## src/rtl/proximity_alarm_ctrl.sv

```systemverilog
// Distance-zone alarm: classifies filtered distance into SAFE/WARN/NEAR/CRIT and drives LED and buzzer tones.
// Define PROX_ALARM_HYST_EN to enable exit hysteresis; otherwise HYST is ignored.
module proximity_alarm_ctrl #(
    parameter int DW             = 13,
    parameter int TH_WARN        = 200,
    parameter int TH_NEAR        = 50,
    parameter int TH_CRIT        = 30,
    parameter int HYST           = 10,
    parameter int TONE_NEAR_HALF = 25000,
    parameter int TONE_CRIT_HALF = 12500,
    parameter int GATE_HALF      = 5_000_000
) (
    input  logic          sys_clk,
    input  logic          sys_rst,
    input  logic [DW-1:0] data_in,
    input  logic          data_valid,
    input  logic          mute,
    output logic          beep_out,
    output logic          led_out,
    output logic [1:0]    zone
);

    typedef enum logic [1:0] {
        Z_SAFE = 2'd0,
        Z_WARN = 2'd1,
        Z_NEAR = 2'd2,
        Z_CRIT = 2'd3
    } zone_e;

`ifdef PROX_ALARM_HYST_EN
    localparam int HYST_EFF = HYST;
`else
    // Zero hysteresis makes the exit rule collapse onto the plain entry rule.
    localparam int HYST_EFF = HYST * 0;
`endif

    localparam int TONE_MAX = (TONE_NEAR_HALF > TONE_CRIT_HALF) ? TONE_NEAR_HALF : TONE_CRIT_HALF;
    localparam int TW       = $clog2(TONE_MAX);
    localparam int GW       = $clog2(GATE_HALF);

    localparam logic [DW:0] TH_C   = (DW+1)'(TH_CRIT);
    localparam logic [DW:0] TH_N   = (DW+1)'(TH_NEAR);
    localparam logic [DW:0] TH_W   = (DW+1)'(TH_WARN);
    localparam logic [DW:0] TH_C_X = (DW+1)'(TH_CRIT + HYST_EFF);
    localparam logic [DW:0] TH_N_X = (DW+1)'(TH_NEAR + HYST_EFF);
    localparam logic [DW:0] TH_W_X = (DW+1)'(TH_WARN + HYST_EFF);

    localparam logic [TW-1:0] TONE_NEAR_LAST = TW'(TONE_NEAR_HALF - 1);
    localparam logic [TW-1:0] TONE_CRIT_LAST = TW'(TONE_CRIT_HALF - 1);
    localparam logic [GW-1:0] GATE_LAST      = GW'(GATE_HALF - 1);

    function automatic zone_e classify(input logic [DW:0] d, input logic [DW:0] tc,
                                       input logic [DW:0] tn, input logic [DW:0] tw);
        if (d <= tc)      return Z_CRIT;
        else if (d <= tn) return Z_NEAR;
        else if (d <= tw) return Z_WARN;
        else              return Z_SAFE;
    endfunction

    zone_e          zone_q, zone_d;
    logic           led_q, beep_q;
    logic [TW-1:0]  tone_cnt_q;
    logic           tone_ph_q;
    logic [GW-1:0]  gate_cnt_q;
    logic           gate_off_q;

    logic [DW:0]    din_x;
    logic [DW:0]    exit_lim;
    zone_e          entry;
    logic           restart;
    logic           tone_bit;
    logic [TW-1:0]  tone_last;

    always_comb begin
        din_x    = {1'b0, data_in};
        entry    = classify(din_x, TH_C, TH_N, TH_W);
        zone_d   = zone_q;
        exit_lim = '1;
        case (zone_q)
            Z_CRIT:  exit_lim = TH_C_X;
            Z_NEAR:  exit_lim = TH_N_X;
            Z_WARN:  exit_lim = TH_W_X;
            default: exit_lim = '1;
        endcase
        if (data_valid) begin
            if (entry > zone_q)
                zone_d = entry;
            else if (din_x > exit_lim)
                zone_d = classify(din_x, TH_C_X, TH_N_X, TH_W_X);
        end
        restart = (zone_d != zone_q);

        tone_last = (zone_q == Z_NEAR) ? TONE_NEAR_LAST : TONE_CRIT_LAST;
        case (zone_q)
            Z_NEAR:  tone_bit = tone_ph_q & ~gate_off_q;
            Z_CRIT:  tone_bit = tone_ph_q;
            default: tone_bit = 1'b0;
        endcase
    end

    always_ff @(posedge sys_clk) begin
        if (sys_rst) begin
            zone_q     <= Z_SAFE;
            led_q      <= 1'b0;
            beep_q     <= 1'b0;
            tone_cnt_q <= '0;
            tone_ph_q  <= 1'b0;
            gate_cnt_q <= '0;
            gate_off_q <= 1'b0;
        end else begin
            zone_q <= zone_d;
            led_q  <= (zone_q != Z_SAFE);
            beep_q <= tone_bit & ~mute;
            // Tone and cadence restart together with the newly registered zone.
            if (restart) begin
                tone_cnt_q <= '0;
                tone_ph_q  <= 1'b0;
                gate_cnt_q <= '0;
                gate_off_q <= 1'b0;
            end else begin
                if (tone_cnt_q == tone_last) begin
                    tone_cnt_q <= '0;
                    tone_ph_q  <= ~tone_ph_q;
                end else begin
                    tone_cnt_q <= tone_cnt_q + TW'(1);
                end
                if (gate_cnt_q == GATE_LAST) begin
                    gate_cnt_q <= '0;
                    gate_off_q <= ~gate_off_q;
                end else begin
                    gate_cnt_q <= gate_cnt_q + GW'(1);
                end
            end
        end
    end

    assign zone     = zone_q;
    assign led_out  = led_q;
    assign beep_out = beep_q;

endmodule

```

## config.mk

```make
export PLATFORM = sky130hd
export DESIGN_NAME = proximity_alarm_ctrl
export DESIGN_NICKNAME = d
export VERILOG_FILES = /design/src/rtl/proximity_alarm_ctrl.sv
export SDC_FILE = /design/constraint.sdc
export NUM_CORES = 1
export LEC_CHECK = 0
export ABC_AREA = 0
export CORE_UTILIZATION = 62
export CTS_CLUSTER_DIAMETER = 150
export CTS_CLUSTER_SIZE = 30
export DETAILED_ROUTE_END_ITERATION = 10
export PLACE_DENSITY = 0.87
export SLEW_MARGIN = 20
export SYNTH_ARGS = -nofsm -noshare
export SYNTH_HDL_FRONTEND = slang
export SYNTH_SLANG_ARGS = --single-unit
```

## constraint.sdc

```tcl
create_clock -name sys_clk -period 5.35 [get_ports sys_clk]
set_clock_uncertainty 0.2 [all_clocks]
set_input_delay 0.8025 -clock sys_clk [delete_from_list [all_inputs] [get_ports sys_clk]]
set_output_delay 0.8025 -clock sys_clk [all_outputs]
set_load 0.01 [all_outputs]
```

==> flow_metrics.py, run 1 <==
metrics = {
    "synth": {
        "synth-compound-area-share_pct": 9.078,
        "synth_cell_types": 44,
        "synthAdderAreaFrac_pct": 9.709,
        "synthSimpleGateAreaFrac_pct": 30.78,
        "synth-seq-cells": 44,
        "synth_area_um2": 2577,
        "synth_edf_count": 0,
        "synth_xor_area_share_pct": 11.89,
        "yosysWarnings": 0,
        "synthMuxAreaShare_pct": 0.4369,
        "synthFlopType": "dfxtp_1",
        "synth-async-reset-ratio_pct": 0,
        "synth_top_family_by_area": "simple AND/OR/NAND/NOR gates",
        "ys_seq_area_share_pct": 34.17,
        "syn_nets": 336,
        "avgSynthCellArea_um2": 8.620,
        "netlist_instances": 299,
    },
    "sta": {
        "finalCritPeriodShare_pct": 74.51,
        "setup_violations": 0,
        "worst_pin_slew_ps": 1020,
        "setup_tns_ps": 0,
        "rsz0062_at_grt": "no",
        "min_period_ps": 3986,
        "setup_ws_ps": 1364,
        "drv_slew": 0,
        "slew_headroom_pct": 31.40,
        "fmax_mhz": 250.9,
        "final-hold-violation-count": 0,
    },
    "job": {
        "drv_cap": 0,
    },
    "worst_setup_path": {
        "reg2reg_to": "gate_cnt_q[1]$_SDFF_PP0_",
        "crit_required_ps": 5340,
        "critPathCapture": "gate_cnt_q[1]$_SDFF_PP0_",
        "arrival_ps": 3980,
        "worstReg2RegStart": "zone[0]$_SDFF_PP0_",
        "end_kind": "register",
        "crit_start": "data_in[10]",
        "worstPathMaxFanout": 40,
        "crit_type": "in -> reg",
        "worstPathCellList": "clkdlybuf4s50_1 -> nor4_1 -> nand2b_1 -> or2_2 -> inv_1 -> ha_1 -> nand2_1 -> a221oi_1 -> nor2_1 -> a311oi_4 -> buf_4 -> and3b_1",
        "rr_worst_depth": 11,
        "cp_slowest_cell": "nor4_1",
        "cpPeakStageDelay_ps": 540,
        "rrSetupSlack_ps": 1880,
        "start_kind": "primary input",
    },
    "global_routing": {
        "antenna_found_initial": 0,
        "grt.overflow.total": 0,
        "grt_max_degree": 41,
        "grt_pass1_wl_um": 9508,
        "grt_util_all_layers_pct": 27.95,
        "grt_pass1_vias": 2143,
    },
    "floorplan": {
        "io_pins": 21,
        "die_h_um": 66.48,
        "rows": 23,
        "die_x_um": 66.48,
        "die-area_um2": 4419,
        "core_area_um2": 4000,
        "start_util_pct": 64.44,
    },
    "cells_and_area": {
        "utilization_pct": 73.76,
        "area_growth_syn_to_layout_pct": 14.47,
        "post_layout_nonfiller_instances": 367,
        "nets": 354,
        "layout-drive-gt1-share_pct": 5.363,
        "n_fill_cell": 303,
        "fin_area_um2": 2950,
        "multiInputGateArea_um2": 1607,
        "final_cell_mix": "dfxtp_1, nor3_1, xnor2_1",
        "n_antenna_cell": 0,
        "layout_commonest_cell": "dfxtp_1",
        "regArea_um2": 880.8,
    },
    "route": {
        "postRouteAntennaNets": 0,
        "drt-initial-drc-count": 191,
        "drtPass1Iterations": 4,
        "wl_um": 5677,
        "wl_per_cell_um": 15.47,
        "via_per_inst": 6.229,
        "post-route-drc-count": 0,
        "vias": 2286,
    },
    "placed_design": {
        "gp_congestion": 0.8774,
        "dpl_cell_area_um2": 2821,
        "port_buffers": 20,
        "dp.cells": 360,
        "hpwl_um": 4014,
        "place_ws_ps": 1131,
    },
    "power": {
        "vdd_drop_max_mv": 0.1171,
        "p_per_area_nw_per_um2": 228.1,
        "leakagePower_nw": 1.027,
    },
    "clock_tree": {
        "cts_sinks": 44,
        "numCtsBuffers": 5,
        "root_buffer": "clkbuf_8",
        "clock_latency_ps": 290,
        "ctsHoldBuffers": 0,
        "tritoncts": "yes",
        "htree_levels": 2,
        "cts-resized-gates": 0,
        "clk_pin_slew_ps": 80,
        "cts_setup_buffers": 0,
        "cts_buffer_depth": 2,
    },
    "hold_path": {
        "hold_class": "reg -> reg",
        "hold_depth": 1,
    },
    "status": {
        "status": "complete, no violations",
    },
}
## where the power goes
part           switching, mW  total [mW]  internal, mW
Combinational         0.0225      0.0445        0.0219
Clock                  0.110       0.293         0.184
Sequential           0.00380       0.335         0.331
Total                  0.136       0.673         0.537
## state kept, by name, indices dropped and copies added (netlist names)
| signal | flops |
|---|---|
| gate_cnt_q | 23 |
| zone | 2 |
| tone_ph_q | 1 |
| tone_cnt_q | 15 |
| gate_off_q | 1 |
| led_out | 1 |
| beep_out | 1 |
## how the worst min path moves through the flow
stage,start,endpoint
final,tone_cnt_q[0]$_SDFF_PP0_,tone_cnt_q[0]$_SDFF_PP0_
after global routing,tone_cnt_q[0]$_SDFF_PP0_,tone_cnt_q[0]$_SDFF_PP0_
after CTS,tone_cnt_q[0]$_SDFF_PP0_,tone_cnt_q[0]$_SDFF_PP0_
after global placement,tone_cnt_q[0]$_SDFF_PP0_,tone_cnt_q[0]$_SDFF_PP0_
after floorplan,tone_cnt_q[0]$_SDFF_PP0_,tone_cnt_q[0]$_SDFF_PP0_
after detailed placement,tone_cnt_q[0]$_SDFF_PP0_,tone_cnt_q[0]$_SDFF_PP0_
## stage by stage
stage / hold slack, ps / power (mW)
finish: 276.7 / 0.6729
global route: 322.4 / 0.6949
CTS: 285.3 / 0.6758
detailed placement: 267.0 / 0.3867
global placement: 252.6 / 0.3848
floorplan: 231.9 / 0.3647
## metal layers
| metal | part of all wire (%) | vias to the layer above | GRT usage [%] |
|---|---|---|---|
| li1 | - | 1131 | - |
| met1 | 46 | 1085 | 36.10 |
| met2 | 49 | 58 | 47.19 |
| met3 | 4.1 | 12 | 5.651 |
| met4 | 0.97 | 0 | 7.181 |
| met5 | 0 | - | 0 |
## critical path: cells and delay by family
kind,cells,cell delay [ps]
AOI/OAI and AO/OA,2,530
adders and majority gates,1,170
buffers and inverters,3,940
and+or+nand+nor,6,1530
## kinds of logic after synthesis
family | Yosys count
adders and majority gates | 20
AOI/OAI and AO/OA | 31
buffers and inverters | 25
DFF | 44
xor gates and xnor gates | 35
muxes | 1
and+or+nand+nor | 143
## cells in the mapped netlist (all sizes together), types with 6 or more instances
master / count / area, µm²
clkbuf: 8 / 30.03
dfxtp: 44 / 880.8
ha: 20 / 250.2
inv: 13 / 48.80
nand2: 19 / 71.32
nand3: 17 / 85.08
nand4: 9 / 56.30
nor2: 19 / 71.32
nor3: 28 / 140.1
nor4: 14 / 87.58
o21ai: 6 / 33.78
xnor2: 22 / 192.7
xor2: 13 / 113.9
## layout make-up
cell class / instances / share of cell area (%)
multi-input combinational: 230 / 54.45
sequential: 44 / 29.86
timing repair buffer: 23 / 7.549
clock buffer: 5 / 2.332
tap: 50 / 2.120
clock inverter: 2 / 2.036
inverter: 13 / 1.654
No activity file was read; power rests on OpenSTA's default activity.
==> run 2, diff against run 1 <==
Settings changed: CORE_UTILIZATION 62 to 58, PLACE_DENSITY 0.87 to 0.83.
Clock period 5.35 ns to 3.9 ns, I/O delays scaled along.
==> run 2 against run 1 <==
- sequential power is 37% higher
- critical path depth stayed put
- register-to-register slack worse by 1100 ps
- cell count is 1.9% higher
- combinational power is 40% higher
- flip-flop and latch count stayed put
- highest routed layer unchanged
==> flow_metrics.py, run 2 (synthesis gave the netlist of run 1 again) <==
metrics = {
    "cells_and_area": {
        "layout-drive-gt1-share_pct": 7.407,
        "top_register": "gate_cnt_q",
        "layout_commonest_cell": "dfxtp_1",
        "nets": 360,
        "n_antenna_cell": 0,
        "utilization_pct": 71.59,
        "n_fill_cell": 354,
        "largest_reg_flops": 23,
        "final_cell_mix": "dfxtp_1, nor3_1, xnor2_1",
        "area_growth_syn_to_layout_pct": 15.10,
    },
    "worst_setup_path": {
        "worst-path-buf-inv": 3,
        "rr_worst_depth": 11,
        "worstPathMaxFanout": 12,
        "end_kind": "register",
        "critPathTopFamily": "compound AO/OA/AOI/OAI gates",
        "arrival_ps": 3370,
        "reg2reg_to": "tone_ph_q$_SDFFE_PP0P_",
        "cp_slowest_cell": "clkdlybuf4s50_1",
        "crit_type": "in -> reg",
        "worstReg2RegStart": "zone[1]$_SDFF_PP0_",
        "worstPathCellList": "clkdlybuf4s50_1 -> a211oi_1 -> o21ai_0 -> or2_2 -> inv_1 -> ha_1 -> nand2_1 -> a221oi_1 -> nor2_1 -> a311oi_4 -> buf_4 -> nor3_1",
        "start_kind": "primary input",
        "cpPeakStageDelay_ps": 460,
        "crit_required_ps": 3880,
        "rrSetupSlack_ps": 750,
    },
    "clock_tree": {
        "htree_levels": 2,
        "cts_buffer_depth": 2,
        "root_buffer": "clkbuf_8",
        "cts_sinks": 44,
        "clock_latency_ps": 300,
        "tritoncts": "yes",
        "cts-resized-gates": 0,
        "ctsHoldBuffers": 0,
        "cts_setup_buffers": 0,
        "clk_pin_slew_ps": 80,
        "numCtsBuffers": 5,
    },
    "sta": {
        "fmax_mhz": 294.4,
        "hold_ws_ps": 271.9,
        "setup_violations": 0,
        "slew_headroom_pct": 55.25,
        "setup_tns_ps": 0,
        "rsz0062_at_grt": "no",
        "setup_ws_ps": 503.3,
        "drv_slew": 0,
        "finalCritPeriodShare_pct": 87.09,
        "worst_pin_slew_ps": 665.7,
        "final-hold-violation-count": 0,
        "min_period_ps": 3397,
    },
    "placed_design": {
        "port_buffers": 20,
        "hpwl_um": 4004,
        "gp_congestion": 0.8221,
        "place_ws_ps": 237.7,
    },
    "hold_path": {
        "hold_class": "reg -> reg",
        "worstHoldStart": "tone_cnt_q[0]$_SDFF_PP0_",
        "hold_end": "tone_cnt_q[0]$_SDFF_PP0_",
        "hold_depth": 1,
    },
    "power": {
        "power.total_mw": 0.8220,
        "vdd_drop_max_mv": 0.1660,
        "p_per_area_nw_per_um2": 277.1,
        "leakagePower_nw": 1.037,
    },
    "route": {
        "via_per_inst": 5.965,
        "vias": 2231,
        "wl_per_cell_um": 14.59,
        "wl_met1_um": 2657,
        "route.met2.wl_um": 2564,
        "top_layer": "met4",
        "drtPass1Iterations": 4,
        "postRouteAntennaNets": 0,
        "post-route-drc-count": 0,
        "wl_um": 5458,
        "drt-initial-drc-count": 103,
        "met3_length_um": 159,
    },
    "global_routing": {
        "grt_util_all_layers_pct": 26.07,
        "grt_pass1_vias": 2070,
        "grt_max_degree": 26,
        "grt_pass1_wl_um": 9094,
        "antenna_found_initial": 0,
        "grt.overflow.total": 0,
    },
    "floorplan": {
        "start_util_pct": 62.20,
        "die-area_um2": 4714,
        "die_h_um": 68.66,
        "io_pins": 21,
        "core_area_um2": 4144,
        "rows": 23,
        "die_x_um": 68.66,
    },
    "status": {
        "status": "complete, no violations",
    },
    "job": {
        "drv_cap": 0,
    },
}
-- run 2: layout make-up --
type,instances,area [µm²],area share [%]
inverters,13,48.80,1.645
multi-input cells,230,1613,54.37
repair buffers,29,267.8,9.026
clock inverters,1,7.507,0.2531
well taps,50,62.56,2.109
clock buffers,7,86.33,2.910
flip-flops and latches,44,880.8,29.69
-- run 2: worst max path at each step --
| stage | from | to | slack [ps] | cells after the start |
|---|---|---|---|---|
| 6_report | data_in[0] | tone_ph_q$_SDFFE_PP0P_ | 500 | 12 |
| 5_1_grt | data_in[10] | tone_cnt_q[6]$_SDFF_PP0_ | 280 | 13 |
| 4_1_cts | data_in[0] | tone_cnt_q[9]$_SDFF_PP0_ | 550 | 12 |
| 3_5_place_dp | data_in[0] | gate_cnt_q[18]$_SDFF_PP0_ | 240 | 12 |
| 3_3_place_gp | data_in[10] | gate_cnt_q[22]$_SDFF_PP0_ | 300 | 13 |
| 2_1_floorplan | data_in[11] | gate_cnt_q[1]$_SDFF_PP0_ | 880 | 9 |
-- run 2: layer usage --
metal  up-vias  track usage (%)
met2        32            44.12
met1      1053            32.60
met5         -                0
li1       1139                -
met3         7            5.428
met4         0            8.854
-- run 2: worst register-to-register path, stage by stage, from the launching register on --
cell	delay, ps
dfxtp_1	470
inv_1	190
ha_1	260
nor2_1	160
ha_1	260
and4_1	190
nand4_1	130
nor2_1	70
o31a_1	380
a311oi_4	370
buf_4	260
nor3_1	70
-- run 2: power breakdown --
| group | internal [mW] | switching, mW |
|---|---|---|
| sequential | 0.454 | 0.00480 |
| combinational | 0.0314 | 0.0308 |
| clock | 0.144 | 0.157 |
-- run 2: stage by stage --
stage | cell area [µm²] | instances
after floorplan | 2577 | 299
after global placement | 2867 | 366
after detailed placement | 2867 | 366
after CTS | 2960 | 374
after global routing | 2967 | 374
final | 2967 | 374
